`src/rtl/decode_stage_hazard_if.sv`:
```
// decode_stage_hazard_if: decode-stage bus (D inputs, M/WB hazard info, E-stage outputs).
interface decode_stage_hazard_if #(
  parameter int WIDTH            = 16,
  parameter int ADDRESSWIDTH     = 4,
  parameter int OPCODEWIDTH      = 4,
  parameter int INSTRUCTIONWIDTH = 24,
  parameter int CTRLWIDTH        = 8
);
  logic                        instr_valid_d;
  logic [INSTRUCTIONWIDTH-1:0] instruction_d;
  logic [WIDTH-1:0]            pc_d;
  logic [CTRLWIDTH-1:0]        ctrl_d;
  logic                        reg_write_d;
  logic                        mem_read_d;
  logic                        pc_as_r1_d;
  logic                        imm_signed_d;
  logic                        wb_enable;
  logic [ADDRESSWIDTH-1:0]     wb_address;
  logic [WIDTH-1:0]            wb_data;
  logic                        reg_write_m;
  logic [ADDRESSWIDTH-1:0]     rd_m;
  logic                        flush_e;
  logic [OPCODEWIDTH-1:0]      opcode_d;
  logic                        stall_d;
  logic                        valid_e;
  logic                        reg_write_e;
  logic                        mem_read_e;
  logic                        pc_as_r1_e;
  logic [CTRLWIDTH-1:0]        ctrl_e;
  logic [ADDRESSWIDTH-1:0]     rd_e;
  logic [ADDRESSWIDTH-1:0]     rs1_e;
  logic [ADDRESSWIDTH-1:0]     rs2_e;
  logic [WIDTH-1:0]            reg1_e;
  logic [WIDTH-1:0]            reg2_e;
  logic [WIDTH-1:0]            imm_e;
  logic [WIDTH-1:0]            pc_e;
  logic [1:0]                  fwd_sel1_e;
  logic [1:0]                  fwd_sel2_e;
  modport master (
    output instr_valid_d, instruction_d, pc_d, ctrl_d, reg_write_d, mem_read_d, pc_as_r1_d,
           imm_signed_d, wb_enable, wb_address, wb_data, reg_write_m, rd_m, flush_e,
    input  opcode_d, stall_d, valid_e, reg_write_e, mem_read_e, pc_as_r1_e, ctrl_e, rd_e,
           rs1_e, rs2_e, reg1_e, reg2_e, imm_e, pc_e, fwd_sel1_e, fwd_sel2_e
  );
  modport slave (
    input  instr_valid_d, instruction_d, pc_d, ctrl_d, reg_write_d, mem_read_d, pc_as_r1_d,
           imm_signed_d, wb_enable, wb_address, wb_data, reg_write_m, rd_m, flush_e,
    output opcode_d, stall_d, valid_e, reg_write_e, mem_read_e, pc_as_r1_e, ctrl_e, rd_e,
           rs1_e, rs2_e, reg1_e, reg2_e, imm_e, pc_e, fwd_sel1_e, fwd_sel2_e
  );
endinterface

```
`src/rtl/decode_stage_hazard.sv`:
```
// decode_stage_hazard: register file, field split, D/E register with load-use stall, flush and forwarding selects.
module decode_stage_hazard #(
  parameter int WIDTH            = 16,
  parameter int REGNUM           = 16,
  parameter int ADDRESSWIDTH     = 4,
  parameter int OPCODEWIDTH      = 4,
  parameter int IMMWIDTH         = 8,
  parameter int INSTRUCTIONWIDTH = 24,
  parameter int CTRLWIDTH        = 8
) (
  input logic                  clock,
  input logic                  reset,
  decode_stage_hazard_if.slave bus
);
  typedef struct packed {
    logic                    valid;
    logic                    reg_write;
    logic                    mem_read;
    logic                    pc_as_r1;
    logic [CTRLWIDTH-1:0]    ctrl;
    logic [ADDRESSWIDTH-1:0] rd;
    logic [ADDRESSWIDTH-1:0] rs1;
    logic [ADDRESSWIDTH-1:0] rs2;
    logic [WIDTH-1:0]        reg1;
    logic [WIDTH-1:0]        reg2;
    logic [WIDTH-1:0]        imm;
    logic [WIDTH-1:0]        pc;
  } de_t;
  de_t de_q, de_d;
  logic [WIDTH-1:0] rf_q [REGNUM];
  logic [WIDTH-1:0] rf_d [REGNUM];
  logic [ADDRESSWIDTH-1:0] rd, rs1, rs2;
  logic [IMMWIDTH-1:0] imm;
  logic [WIDTH-1:0] imm_x, rd1, rd2;
  logic hz;
  assign {bus.opcode_d, rd, rs1, rs2, imm} = bus.instruction_d;
  // write-through: a same-cycle writeback is visible to the decode read
  assign rd1 = (bus.wb_enable && bus.wb_address == rs1) ? bus.wb_data : rf_q[rs1];
  assign rd2 = (bus.wb_enable && bus.wb_address == rs2) ? bus.wb_data : rf_q[rs2];
  assign imm_x = bus.imm_signed_d ? WIDTH'($signed(imm)) : WIDTH'(imm);
  assign hz = de_q.valid & de_q.mem_read & de_q.reg_write & bus.instr_valid_d &
              ((~bus.pc_as_r1_d & (de_q.rd == rs1)) | (de_q.rd == rs2));
  assign bus.stall_d = hz & ~bus.flush_e;
  function automatic logic [1:0] fsel(input logic [ADDRESSWIDTH-1:0] rs, input logic en);
    return !en ? 2'b00 :
           (bus.reg_write_m && bus.rd_m == rs) ? 2'b01 :
           (bus.wb_enable && bus.wb_address == rs) ? 2'b10 : 2'b00;
  endfunction
  assign bus.fwd_sel1_e = fsel(de_q.rs1, de_q.valid & ~de_q.pc_as_r1);
  assign bus.fwd_sel2_e = fsel(de_q.rs2, de_q.valid);
  always_comb begin
    rf_d = rf_q;
    if (bus.wb_enable) rf_d[bus.wb_address] = bus.wb_data;
  end
  always_comb begin
    de_d = de_q;
    if (bus.flush_e | hz) begin
      de_d.valid     = 1'b0;
      de_d.reg_write = 1'b0;
      de_d.mem_read  = 1'b0;
    end else begin
      de_d = '{valid: bus.instr_valid_d, reg_write: bus.reg_write_d, mem_read: bus.mem_read_d,
               pc_as_r1: bus.pc_as_r1_d, ctrl: bus.ctrl_d, rd: rd, rs1: rs1, rs2: rs2,
               reg1: bus.pc_as_r1_d ? bus.pc_d : rd1, reg2: rd2, imm: imm_x, pc: bus.pc_d};
    end
  end
  always_ff @(posedge clock or negedge reset) begin
    if (!reset) begin
      de_q <= '0;
      rf_q <= '{default: '0};
    end else begin
      de_q <= de_d;
      rf_q <= rf_d;
    end
  end
  assign bus.valid_e     = de_q.valid;
  assign bus.reg_write_e = de_q.reg_write;
  assign bus.mem_read_e  = de_q.mem_read;
  assign bus.pc_as_r1_e  = de_q.pc_as_r1;
  assign bus.ctrl_e      = de_q.ctrl;
  assign bus.rd_e        = de_q.rd;
  assign bus.rs1_e       = de_q.rs1;
  assign bus.rs2_e       = de_q.rs2;
  assign bus.reg1_e      = de_q.reg1;
  assign bus.reg2_e      = de_q.reg2;
  assign bus.imm_e       = de_q.imm;
  assign bus.pc_e        = de_q.pc;
endmodule

```
`src/flat_wrapper.sv`:
```
// flat-port wrapper written by rule: the top's interface ports become plain ports
module decode_stage_hazard_flat 
#(
  parameter int WIDTH            = 16,
  parameter int REGNUM           = 16,
  parameter int ADDRESSWIDTH     = 4,
  parameter int OPCODEWIDTH      = 4,
  parameter int IMMWIDTH         = 8,
  parameter int INSTRUCTIONWIDTH = 24,
  parameter int CTRLWIDTH        = 8
)
  (clock, reset, bus_instr_valid_d, bus_instruction_d, bus_pc_d, bus_ctrl_d, bus_reg_write_d, bus_mem_read_d, bus_pc_as_r1_d, bus_imm_signed_d, bus_wb_enable, bus_wb_address, bus_wb_data, bus_reg_write_m, bus_rd_m, bus_flush_e, bus_opcode_d, bus_stall_d, bus_valid_e, bus_reg_write_e, bus_mem_read_e, bus_pc_as_r1_e, bus_ctrl_e, bus_rd_e, bus_rs1_e, bus_rs2_e, bus_reg1_e, bus_reg2_e, bus_imm_e, bus_pc_e, bus_fwd_sel1_e, bus_fwd_sel2_e);
  decode_stage_hazard_if #(.WIDTH(WIDTH), .ADDRESSWIDTH(ADDRESSWIDTH), .OPCODEWIDTH(OPCODEWIDTH), .INSTRUCTIONWIDTH(INSTRUCTIONWIDTH), .CTRLWIDTH(CTRLWIDTH)) bus_i ();
  input logic clock;
  input logic reset;
  input wire logic [$bits(bus_i.instr_valid_d)-1:0] bus_instr_valid_d;
  input wire logic [$bits(bus_i.instruction_d)-1:0] bus_instruction_d;
  input wire logic [$bits(bus_i.pc_d)-1:0] bus_pc_d;
  input wire logic [$bits(bus_i.ctrl_d)-1:0] bus_ctrl_d;
  input wire logic [$bits(bus_i.reg_write_d)-1:0] bus_reg_write_d;
  input wire logic [$bits(bus_i.mem_read_d)-1:0] bus_mem_read_d;
  input wire logic [$bits(bus_i.pc_as_r1_d)-1:0] bus_pc_as_r1_d;
  input wire logic [$bits(bus_i.imm_signed_d)-1:0] bus_imm_signed_d;
  input wire logic [$bits(bus_i.wb_enable)-1:0] bus_wb_enable;
  input wire logic [$bits(bus_i.wb_address)-1:0] bus_wb_address;
  input wire logic [$bits(bus_i.wb_data)-1:0] bus_wb_data;
  input wire logic [$bits(bus_i.reg_write_m)-1:0] bus_reg_write_m;
  input wire logic [$bits(bus_i.rd_m)-1:0] bus_rd_m;
  input wire logic [$bits(bus_i.flush_e)-1:0] bus_flush_e;
  output wire logic [$bits(bus_i.opcode_d)-1:0] bus_opcode_d;
  output wire logic [$bits(bus_i.stall_d)-1:0] bus_stall_d;
  output wire logic [$bits(bus_i.valid_e)-1:0] bus_valid_e;
  output wire logic [$bits(bus_i.reg_write_e)-1:0] bus_reg_write_e;
  output wire logic [$bits(bus_i.mem_read_e)-1:0] bus_mem_read_e;
  output wire logic [$bits(bus_i.pc_as_r1_e)-1:0] bus_pc_as_r1_e;
  output wire logic [$bits(bus_i.ctrl_e)-1:0] bus_ctrl_e;
  output wire logic [$bits(bus_i.rd_e)-1:0] bus_rd_e;
  output wire logic [$bits(bus_i.rs1_e)-1:0] bus_rs1_e;
  output wire logic [$bits(bus_i.rs2_e)-1:0] bus_rs2_e;
  output wire logic [$bits(bus_i.reg1_e)-1:0] bus_reg1_e;
  output wire logic [$bits(bus_i.reg2_e)-1:0] bus_reg2_e;
  output wire logic [$bits(bus_i.imm_e)-1:0] bus_imm_e;
  output wire logic [$bits(bus_i.pc_e)-1:0] bus_pc_e;
  output wire logic [$bits(bus_i.fwd_sel1_e)-1:0] bus_fwd_sel1_e;
  output wire logic [$bits(bus_i.fwd_sel2_e)-1:0] bus_fwd_sel2_e;
  assign bus_i.instr_valid_d = bus_instr_valid_d;
  assign bus_i.instruction_d = bus_instruction_d;
  assign bus_i.pc_d = bus_pc_d;
  assign bus_i.ctrl_d = bus_ctrl_d;
  assign bus_i.reg_write_d = bus_reg_write_d;
  assign bus_i.mem_read_d = bus_mem_read_d;
  assign bus_i.pc_as_r1_d = bus_pc_as_r1_d;
  assign bus_i.imm_signed_d = bus_imm_signed_d;
  assign bus_i.wb_enable = bus_wb_enable;
  assign bus_i.wb_address = bus_wb_address;
  assign bus_i.wb_data = bus_wb_data;
  assign bus_i.reg_write_m = bus_reg_write_m;
  assign bus_i.rd_m = bus_rd_m;
  assign bus_i.flush_e = bus_flush_e;
  assign bus_opcode_d = bus_i.opcode_d;
  assign bus_stall_d = bus_i.stall_d;
  assign bus_valid_e = bus_i.valid_e;
  assign bus_reg_write_e = bus_i.reg_write_e;
  assign bus_mem_read_e = bus_i.mem_read_e;
  assign bus_pc_as_r1_e = bus_i.pc_as_r1_e;
  assign bus_ctrl_e = bus_i.ctrl_e;
  assign bus_rd_e = bus_i.rd_e;
  assign bus_rs1_e = bus_i.rs1_e;
  assign bus_rs2_e = bus_i.rs2_e;
  assign bus_reg1_e = bus_i.reg1_e;
  assign bus_reg2_e = bus_i.reg2_e;
  assign bus_imm_e = bus_i.imm_e;
  assign bus_pc_e = bus_i.pc_e;
  assign bus_fwd_sel1_e = bus_i.fwd_sel1_e;
  assign bus_fwd_sel2_e = bus_i.fwd_sel2_e;
  decode_stage_hazard #(.WIDTH(WIDTH), .REGNUM(REGNUM), .ADDRESSWIDTH(ADDRESSWIDTH), .OPCODEWIDTH(OPCODEWIDTH), .IMMWIDTH(IMMWIDTH), .INSTRUCTIONWIDTH(INSTRUCTIONWIDTH), .CTRLWIDTH(CTRLWIDTH)) u_core (.clock(clock), .reset(reset), .bus(bus_i));
endmodule
```
`config.mk`:
```
export PLATFORM = sky130hd
export DESIGN_NAME = decode_stage_hazard_flat
export DESIGN_NICKNAME = d
export VERILOG_FILES = /design/src/rtl/decode_stage_hazard_if.sv /design/src/rtl/decode_stage_hazard.sv /design/src/flat_wrapper.sv
export SDC_FILE = /design/constraint.sdc
export NUM_CORES = 1
export LEC_CHECK = 0
export BUFFER_PORTS_ARGS = -buffer_cell sky130_fd_sc_hd__clkbuf_2
export CAP_MARGIN = 20
export CORE_MARGIN = 2
export CORE_UTILIZATION = 60
export DETAILED_ROUTE_END_ITERATION = 8
export PLACE_DENSITY = 0.84
export SLEW_MARGIN = 20
export SYNTH_ARGS = -nofsm -noshare
export SYNTH_HDL_FRONTEND = slang
export SYNTH_SLANG_ARGS = --single-unit
```
`constraint.sdc`:
```
create_clock -name clock -period 3 [get_ports clock]
set_input_delay 0.15 -clock clock [delete_from_list [all_inputs] [get_ports clock]]
set_output_delay 0.15 -clock clock [all_outputs]
set_load 0.02 [all_outputs]
```
After elaboration in Yosys (flattened, before gate mapping)
Cells that the tools add are included.

operators by class
  order comparisons = 4
  equal/unequal tests = 8
  mux-type cells = 20
  bitwise operators = 15
  reductions and logical operators = 7

operators by type and width
  kind                                                       count
  bitwise mux 256 bit                                        1
  2-to-1 mux 16 bit                                          9
  binary-select mux 16 bit (select 4 bit)                    2
  demux 16 bit (select 4 bit)                                1
  equality test 4 bit                                        8
  greater-or-equal comparator 5 bit (second input constant)  3
  inverter 4 -> 5 bit                                        3
  2-to-1 mux 2 bit                                           6
  AND 1 bit                                                  7
  logical AND 1 bit                                          7
  < comparator 5 x 1 -> 1 bit (second input constant)        1
  2-to-1 mux 3 bit                                           1
  inverter 1 bit                                             3
  bitwise OR 1 bit                                           2

storage, ports and cells
  register bits = 344
  input bits = 82
  output and inout bits = 97
  word-level logic and storage cells = 82

Longest topological paths before layout
Gate-level depths: netlist (run 1).

  depth in word-level cells = 6
  mapped depth = 8
  mapped depth without buffers = 5

Worst setup path after synthesis (run 1)
No wires, ideal clock.

  path kind = flip-flop to flip-flop
  start = reg u_core.de_q, in the netlist u_core.bus.rd_e[1]
  end = reg u_core.de_q, in the netlist u_core.bus.reg1_e[10]
  library setup time = 0.094 ns
  arrival = 1.837 ns
  required time = 2.906 ns
  path slack = 1.069 ns
  cell stages (with the launch flop) = 8
  buffers on the path = 2
  period minus slack after synthesis = 1.931 ns
  cell sequence = dfrtp_1 -> xor2_1 -> nor4_2 -> a221oi_4 -> nor2b_4 -> buf_6 -> buf_6 -> a221oi_2

on the way
  cells in the longest elaborated chain, start to end = 5
  elaborated cells on any way between the ends = 6
  classes of those cells = eq/ne (2); bitwise (4)

ends and longest elaborated chain
  what                      RTL line                   RTL
  start: declaration        decode_stage_hazard.sv:29  de_t de_q, de_d;
  start signal: assignment  decode_stage_hazard.sv:69  de_q <= '0;
  start signal: assignment  decode_stage_hazard.sv:72  de_q <= de_d;
  equality test 4 bit       decode_stage_hazard.sv:42  ((~bus.pc_as_r1_d & (de_q.rd == rs1)) | (de_q.rd == rs2));
  AND 1 bit                 decode_stage_hazard.sv:42
  bitwise OR 1 bit (*)      decode_stage_hazard.sv:42
  AND 1 bit (*)             decode_stage_hazard.sv:41  assign hz = de_q.valid & de_q.mem_read & de_q.reg_write & bus.instr_valid_d &
  bitwise OR 1 bit (*)      decode_stage_hazard.sv:57  if (bus.flush_e | hz) begin

Mark *: on every way between the ends. The rest lies on a longest branch, timed or not.
A chain may end at the register's enable or synchronous reset.

Final worst setup path (run 1)
  start = reg u_core.de_q, in the netlist u_core.bus.rd_e[0]
  end = reg u_core.de_q, in the netlist u_core.bus.imm_e[14]

The elaborated chain is that of the path after synthesis.

==> impl_summary.md, run 1 <==
Setup path
The cell depth of the worst flop-to-flop path is 7. The total buffers and inverters traversed by the critical path is 2. The minimum setup slack among reg-to-reg paths is 660 ps. The critical path arrival is 2770 ps. The cell family with the largest share of critical-path delay is buffers and inverters. The startpoint identified for the worst register-to-register timing path is u_core.bus.rd_e[0]. In this design, the stage delay of the slowest critical-path cell is 560 ps. The capture point of the worst reg-to-reg path is u_core.bus.imm_e[14]. Along the worst path, the maximum fanout reaches 54. STA classifies the critical path endpoint as a flop.

The worst path required time is 3430 ps. By startpoint and endpoint, the worst setup path is classified as flop to flop. The sort of element at the start of the critical path is a flop.

The highest-delay cell along the critical path is dlygate4sd3_1. Walking the worst path, the cells encountered are xor2_1, nor4_2, a221oi_4, buf_12, nand3_1, dlygate4sd3_1, o21ai_0.

STA
Across the routed clock network, the largest skew measured is 11.0 ps. The actual slew at the worst max-slew pin is 761 ps. In the finished design, the share of the clock period the worst path needs comes to 0.780. Setup repair after global routing left no endpoint under its margin. The final-report max-slew violation count is 0. The worst path setup slack after routing is 659 ps. The relative slew slack is 0.491. The clock period could shrink to 2340 ps. The final number of hold-violating endpoints came to 0. Setup violations remaining at the end of the flow were counted as 0. The upper clock frequency limit is 427 MHz. The setup TNS after final layout is 0 ps.

Placed design
The count of port buffers added during placement is 170. At the placement stage, the worst setup path has a slack of 681 ps. The HPWL after detailed placement is 28300 um. At the end of routability-driven placement, the weighted congestion stood at 0.844.

CTS
The number of hold buffers added after CTS was 42. Clock latency on the worst-skew pair, taken at its later pin, is 520 ps. The H-tree was split into 2 levels. The TritonCTS clock tree is built. In this run, CTS created clock tree buffers numbering 36.

The number of buffers on the longest clock path is 3. Clock-pin slew was measured on the worst setup and hold paths at 60 ps. The number of gates resized after CTS was 0. In this run the post-CTS setup repair buffer count came out at 0. In this run the clock root is driven by a clkbuf_16. The clock drives 337 sinks.

Cells and area
0 antenna diodes ended up in the layout. In the final layout, flip-flops and latches occupy 8430 um^2. From synthesis to final layout, the design area changed by 15.6%.

The layout has 1822 filler cells. Of the cells placed in the final design, the portion with a size suffix greater than 1 is 0.523. In the final layout, the multi-input gates occupy 8500 um^2.

For this run, the post-layout net count is 1459.

Logic synthesis
In the synthesized netlist, the number of instances is 1202. The portion of the post-synthesis area used by sequential elements is 0.480. The synthesized design contains 337 register bits. The net count of the mapped netlist is 1284.

For this run, the number of Yosys warnings is 0. The average instance area after synthesis is 14.6 um^2. The number of distinct library cells after synthesis is 36. After synthesis the cells add up to 17600 um^2.

Routing
The overall via count from detail_route is 12000. The count of nets left with antenna violations once routing finished came out at 0. The starting DRC count in detailed routing is 1300.

After detailed routing, the total wire length is 48300 um. The first detailed-routing pass took 5 iterations. The routed wire length per instance is 27.1 um. After detailed routing, the number of remaining DRC violations is 0. The detail-routed via count per cell is 6.73.

Run status
The run finished with clean final reports.

Worst hold path
The worst hold path terminates at u_core.bus.rs1_e[2]. The startpoint identified for the worst hold timing path is bus_instruction_d[14]. The class of the tightest hold or removal check is input pin to flop. The worst hold path passes through 2 cells.

Global route
The combined global-route utilization of all metal layers is 0.320. The largest net degree at the start of global routing is 98. The residual overflow from global routing is 0. The first global-routing pass estimated 73600 um of wire. The via count of the first global-routing pass was 12460. The number of antenna violations at the first check in global routing is 0.

Power and ir drop
IR analysis of the VDD net gives a maximum drop of 0.510 mV. The reported leakage power is 8.70 nW. For this design the ratio of total power to cell area is 682 nW/um^2.

Floorplan
179 I/O pins were placed. For this configuration, the core starts out at a cell density of 0.610. The die is 175 um wide. The area of the die is 30600 um^2. Row generation in the floorplan step produced 62 rows. Measured along the y axis, the die boundary spans 175 um.

In this run the standard cell core region covers 28800 um^2.

Flow run
Across the run, the number of max-cap violations was 0.
==> flip-flops by register name, indices dropped and copies added (netlist names), 4 cells and up <==
name and flops:
u_core.bus.rs1_e 4, u_core.bus.ctrl_e 8, u_core.bus.rd_e 4, u_core.bus.reg1_e 16, u_core.bus.rs2_e 4, u_core.rf_q 256
u_core.bus.imm_e 9, u_core.bus.pc_e 16, u_core.bus.reg2_e 16
==> metrics by stage <==
step / area (um^2) / hold slack (ps) / utilization / power, W / cells
4_1_cts: 20300 / 18.5 / 0.705 / 0.0138 / 1782
3_3_place_gp: 18700 / 178 / 0.650 / 0.00913 / 1681
3_5_place_dp: 18700 / 179 / 0.650 / 0.00931 / 1681
2_1_floorplan: 17600 / -146 / - / 0.00837 / 1202
5_1_grt: 20300 / 25.7 / 0.705 / 0.0144 / 1782
6_report: 20300 / 26.3 / 0.705 / 0.0138 / 1782
==> kinds of logic after synthesis <==
| logic type | after synthesis | synth area share |
|---|---|---|
| buffers and inverters | 122 | 0.0361 |
| xor gates and xnor gates | 32 | 0.0160 |
| AOI/OAI and AO/OA | 83 | 0.0403 |
| muxes | 477 | 0.386 |
| and+or+nand+nor | 151 | 0.0414 |
| DFF | 337 | 0.480 |
==> cell usage in the layout, fill, tap and decap left out, drive strengths merged, types with 9 or more instances in the layout <==
| master | n |
|---|---|
| a31oi | 16 |
| xnor2 | 9 |
| dlygate4sd3 | 42 |
| mux4 | 128 |
| dfrtp | 337 |
| nor2b | 20 |
| nor2 | 44 |
| a221oi | 17 |
| mux2i | 32 |
| clkbuf | 215 |
| nand2 | 52 |
| xor2 | 23 |
| o211ai | 16 |
| a22oi | 33 |
| buf | 50 |
| mux2 | 317 |
==> routing by layer <==
metal | wire length [um] | vias to the layer above | global-route usage
met5 | 0 | - | 0
met2 | 23200 | 714 | 0.508
met3 | 4600 | 172 | 0.0661
li1 | - | 4873 | -
met4 | 2440 | 0 | 0.153
met1 | 18100 | 6241 | 0.426
==> synthesized netlist by cell type <==
| master | instances | area, um^2 |
|---|---|---|
| and4b_1 | 1 | 10.0 |
| xnor2_1 | 9 | 78.8 |
| nor2_1 | 44 | 165 |
| and3_1 | 2 | 12.5 |
| dfrtp_1 | 337 | 8430 |
| a22oi_1 | 33 | 248 |
| buf_2 | 42 | 210 |
| nand3_1 | 6 | 30.0 |
| and2_1 | 5 | 31.3 |
| nand4_1 | 1 | 6.26 |
| nand2b_1 | 5 | 31.3 |
| a221oi_1 | 5 | 43.8 |
| nor4_4 | 1 | 21.3 |
| clkbuf_1 | 43 | 161 |
| xor2_1 | 23 | 201 |
| mux2_2 | 317 | 3570 |
| nor4_1 | 1 | 6.26 |
| nand3b_1 | 2 | 15.0 |
| nor3_1 | 6 | 30.0 |
| nand2_1 | 52 | 195 |
| nor2b_1 | 19 | 119 |
| buf_4 | 23 | 173 |
| a221oi_4 | 1 | 26.3 |
| buf_1 | 7 | 26.3 |
| or3_1 | 2 | 12.5 |
| mux4_2 | 128 | 2880 |
| nor2b_4 | 1 | 13.8 |
| buf_6 | 5 | 56.3 |
| a221oi_2 | 11 | 165 |
| nor3b_1 | 2 | 15.0 |
| mux2i_1 | 32 | 320 |
| o21ai_0 | 1 | 5.00 |
| o211ai_1 | 16 | 120 |
| nor4_2 | 1 | 12.5 |
| inv_1 | 2 | 7.51 |
| a31oi_1 | 16 | 100 |
==> where the power goes <==
part / internal [W] / switching, W / leakage (nW) / total [W]
combinational: 0.00182 / 0.00132 / 4.03 / 0.00314
sequential: 0.00549 / 0.000762 / 4.08 / 0.00626
clock: 0.00267 / 0.00177 / 0.579 / 0.00444
==> worst max-delay path by stage <==
stage | from | end | cells past startpoint
finish | u_core.bus.rd_e[0] | u_core.bus.imm_e[14] | 7
global placement | bus_instruction_d[12] | u_core.bus.reg1_e[2] | 7
detailed placement | bus_instruction_d[12] | u_core.bus.reg1_e[3] | 6
CTS | u_core.bus.rd_e[3] | u_core.bus.imm_e[14] | 7
floorplan | u_core.bus.rd_e[1] | u_core.bus.reg1_e[10] | 7
global route | u_core.bus.rd_e[3] | u_core.bus.imm_e[14] | 7
==> cell type report <==
class | instances | area share
Clock buffer | 50 | 0.0515
Clock inverter | 9 | 0.00592
Inverter | 2 | 0.000370
Multi-Input combinational cell | 743 | 0.419
Sequential cell | 337 | 0.416
Tap cell | 384 | 0.0237
Timing Repair Buffer | 257 | 0.0843
==> worst register-to-register path, stage by stage, from the launching register on <==
cell and delay (ps):
dfrtp_1 430, xor2_1 210, nor4_2 100, a221oi_4 430, buf_12 330, nand3_1 130
dlygate4sd3_1 560, o21ai_0 70
Note: power is estimated with default switching activity, not from simulation.
==> run 2, diff against run 1 <==
clock period = 2.3 ns   (was 3 ns; I/O delays follow)
==> run 2 against run 1 <==
Against the previous run:
- sequential cell count did not move
- critical path depth shrank 2
- wire length down 1.1%
- critical endpoint is now bus_stall_d
- count of clock-buffer cells in the layout grew 2
- hold slack improved by 2.5 ps
- die area unchanged
- sequential share of layout area is 0.65 points lower
- utilization grew 1.1 points
- clock skew down 3.2 ps
- via count is 0.62% higher
- critical path type is now flop to primary output
==> impl_summary.md, run 2 (synthesis gave the netlist of run 1 again) <==
Global route
Across every metal layer, demand over resource in global routing totals 0.319. After global routing the overflow that remains totals 0. The largest net degree at the start of global routing is 83. The first global-routing pass estimated 74100 um of wire.

The via count of the first global-routing pass is 12650. The number of antenna violations at the first check in global routing is 0.

STA
The final-layout worst hold slack is 28.8 ps. The final period demand of the worst path is 2210 ps. The final number of hold-violating endpoints was 0. The setup skew after layout is 7.85 ps. Setup repair after global routing left no endpoint under its margin. In the finished design, the share of the clock period the worst path needs comes to 0.959.

The upper clock frequency limit is 453 MHz. For the pin with the worst max-slew slack, the measured transition is 577 ps. The final-report max-slew violation count is 0. The worst pin sits at a relative slew slack of 0.615. After routing, the total negative slack on setup checks comes to 0 ps.

Setup violations remaining at the end of the flow were counted as 0.

Setup path
The biggest fanout along the worst timing path is 4. The worst register-to-register path has a depth of 7. The minimum setup slack among reg-to-reg paths is 170 ps. The critical path goes through xor2_1, nor4_2, a22oi_1, nor2_1, clkbuf_2. The sort of element at the start of the critical path is a flop. The timing startpoint of the critical path is u_core.bus.rd_e[1]. The capture point of the worst reg-to-reg path is u_core.bus.reg1_e[15]. The number of buffers and inverters on the critical path is 1. Following the worst setup path forward leads to its endpoint at bus_stall_d. The critical path crosses 5 cells after its start point. STA classifies the critical path endpoint as a primary output. The critical path arrival is 2090 ps.

Among all stages on the critical path, the largest delay is contributed by nor4_2. On the worst path, the slowest cell contributes a delay of 470 ps. The classification of the worst setup path is flop to primary output. The worst path required time is 2180 ps.

The startpoint of the worst register-to-register path is u_core.bus.rd_e[1]. The cell family with the largest share of critical-path delay is simple AND/OR/NAND/NOR gates.

Routing
The detail-routed via count per cell is 6.69. After detailed routing, the number of remaining DRC violations is 0. The routed design has 47800 um of wire.

For this block, the via count after detailed routing is 12074. Before antenna repair, the detailed router went through 5 iterations. Dividing the detail-routed wire length by the instance count gives 26.5 um. The starting DRC count in detailed routing is 1337. Once detail routing completed, the nets flagged for antenna violations numbered 0.

Cells and area
The register with the highest flop count is u_core.rf_q. The library cell used most frequently in the layout, excluding fill and tap cells, is dfrtp_1. For this run, the post-layout net count is 1478. The register with the most flip-flops in the layout has 256 of them. In the layout the commonest cells are 337 x dfrtp_1, 317 x mux2_2, 165 x clkbuf_2, 128 x mux4_2, 52 x nand2_1. From synthesis to final layout, the design area changed by 17.4%. The layout cell share with drive strength beyond 1 is 0.531. Summing all non-filler instances in the final layout gives an area of 20600 um^2.

CTS
Post-CTS repair changed the size of 0 cells. The later pin in the worst-skew pair is clocked with a latency of 520 ps. In this run the deepest clock path goes through 3 buffers. TritonCTS built the clock tree.

The tree is rooted in a clkbuf_16. The clock input transition at the sequential cells of the worst setup and hold paths is 60 ps. The number of clock sinks is 337.

The number of buffers inserted during clock tree synthesis is 37. The H-tree depth is 2.

Power and ir drop
The peak supply drop is 0.735 mV. The reported leakage power is 8.85 nW. Of the total power, combinational logic draws 0.228. The analysis attributes to net switching a power of 0.00514 W. The share of total power dissipated in sequential elements is 0.444. The clock power share is 0.329.

Of the total power, the share spent switching nets is 0.280. The total power density per cell area is 891 nW/um^2. Cell internal power was estimated by the tool at 0.0132 W.

Floorplan
The die is 175 um wide. The top-level I/O count is 179. In this run the vertical extent of the chip is 175 um.

The core box area is 28800 um^2. The initial core utilization is 0.610. The die covers 30600 um^2.

The standard-cell row count is 62.

Placed design
The placer congestion estimate is 0.834. The standard cell area after detailed placement is 18900 um^2. The HPWL after detailed placement is 28800 um. The count of port buffers added during placement is 170.

Worst hold path
The class of the tightest hold or removal check is input pin to flop. The startpoint identified for the worst hold timing path is bus_instruction_d[8].

Flow run
Across the run, the number of max-cap violations was 0.

Run status
The run finished with clean final reports.
run 2: worst min-delay path by stage:
stage | slack [ps] | cells past startpoint | end
finish | 30 | 2 | u_core.bus.rs2_e[0]
global route | 30 | 2 | u_core.bus.rs2_e[0]
CTS | 30 | 2 | u_core.bus.rs2_e[0]
detailed placement | 40 | 1 | u_core.rf_q[242]
global placement | 30 | 1 | u_core.rf_q[242]
floorplan | -180 | 0 | u_core.bus.ctrl_e[0]
run 2: cell type report:
| cell class | count | area, um^2 |
|---|---|---|
| multi-input combinational | 743 | 8500 |
| sequential | 337 | 8430 |
| fill | 1800 | 8160 |
| timing repair buffer | 275 | 1960 |
| clock buffer | 52 | 1090 |
| tap | 384 | 480 |
| clock inverter | 12 | 143 |
| inverter | 2 | 7.51 |
| antenna | 1 | 2.50 |
run 2: what timing repair did:
action	CTS	global route
setup endpoints to repair	0	0
endpoints found under the hold margin	318	0
hold buffers	43	0
setup buffers	0	0
run 2: through the flow:
step / instances / total power [W] / worst slack, ps / utilization
5_1_grt: 1805 / 0.0191 / 32.6 / 0.716
6_report: 1806 / 0.0184 / 93.3 / 0.716
4_1_cts: 1805 / 0.0183 / 106 / 0.716
3_5_place_dp: 1698 / 0.0122 / 180 / 0.658
2_1_floorplan: 1202 / 0.0109 / 369 / -
3_3_place_gp: 1698 / 0.0120 / 235 / 0.658
run 2: power groups by stage:
stage	logic, W	clock network (W)	registers, W
after floorplan	0.00287	0	0.00805
after global placement	0.00389	0	0.00807
after detailed placement	0.00405	0	0.00817
after CTS	0.00417	0.00609	0.00809
after global routing	0.00446	0.00633	0.00827
final	0.00418	0.00604	0.00815
run 2: per-layer routing:
metal | up-vias | wire length [um] | global-route usage
met1 | 6367 | 18400 | 0.431
met4 | 0 | 2210 | 0.145
met3 | 144 | 3900 | 0.0559
met5 | - | 0 | 0
met2 | 645 | 23300 | 0.511
li1 | 4918 | - | -
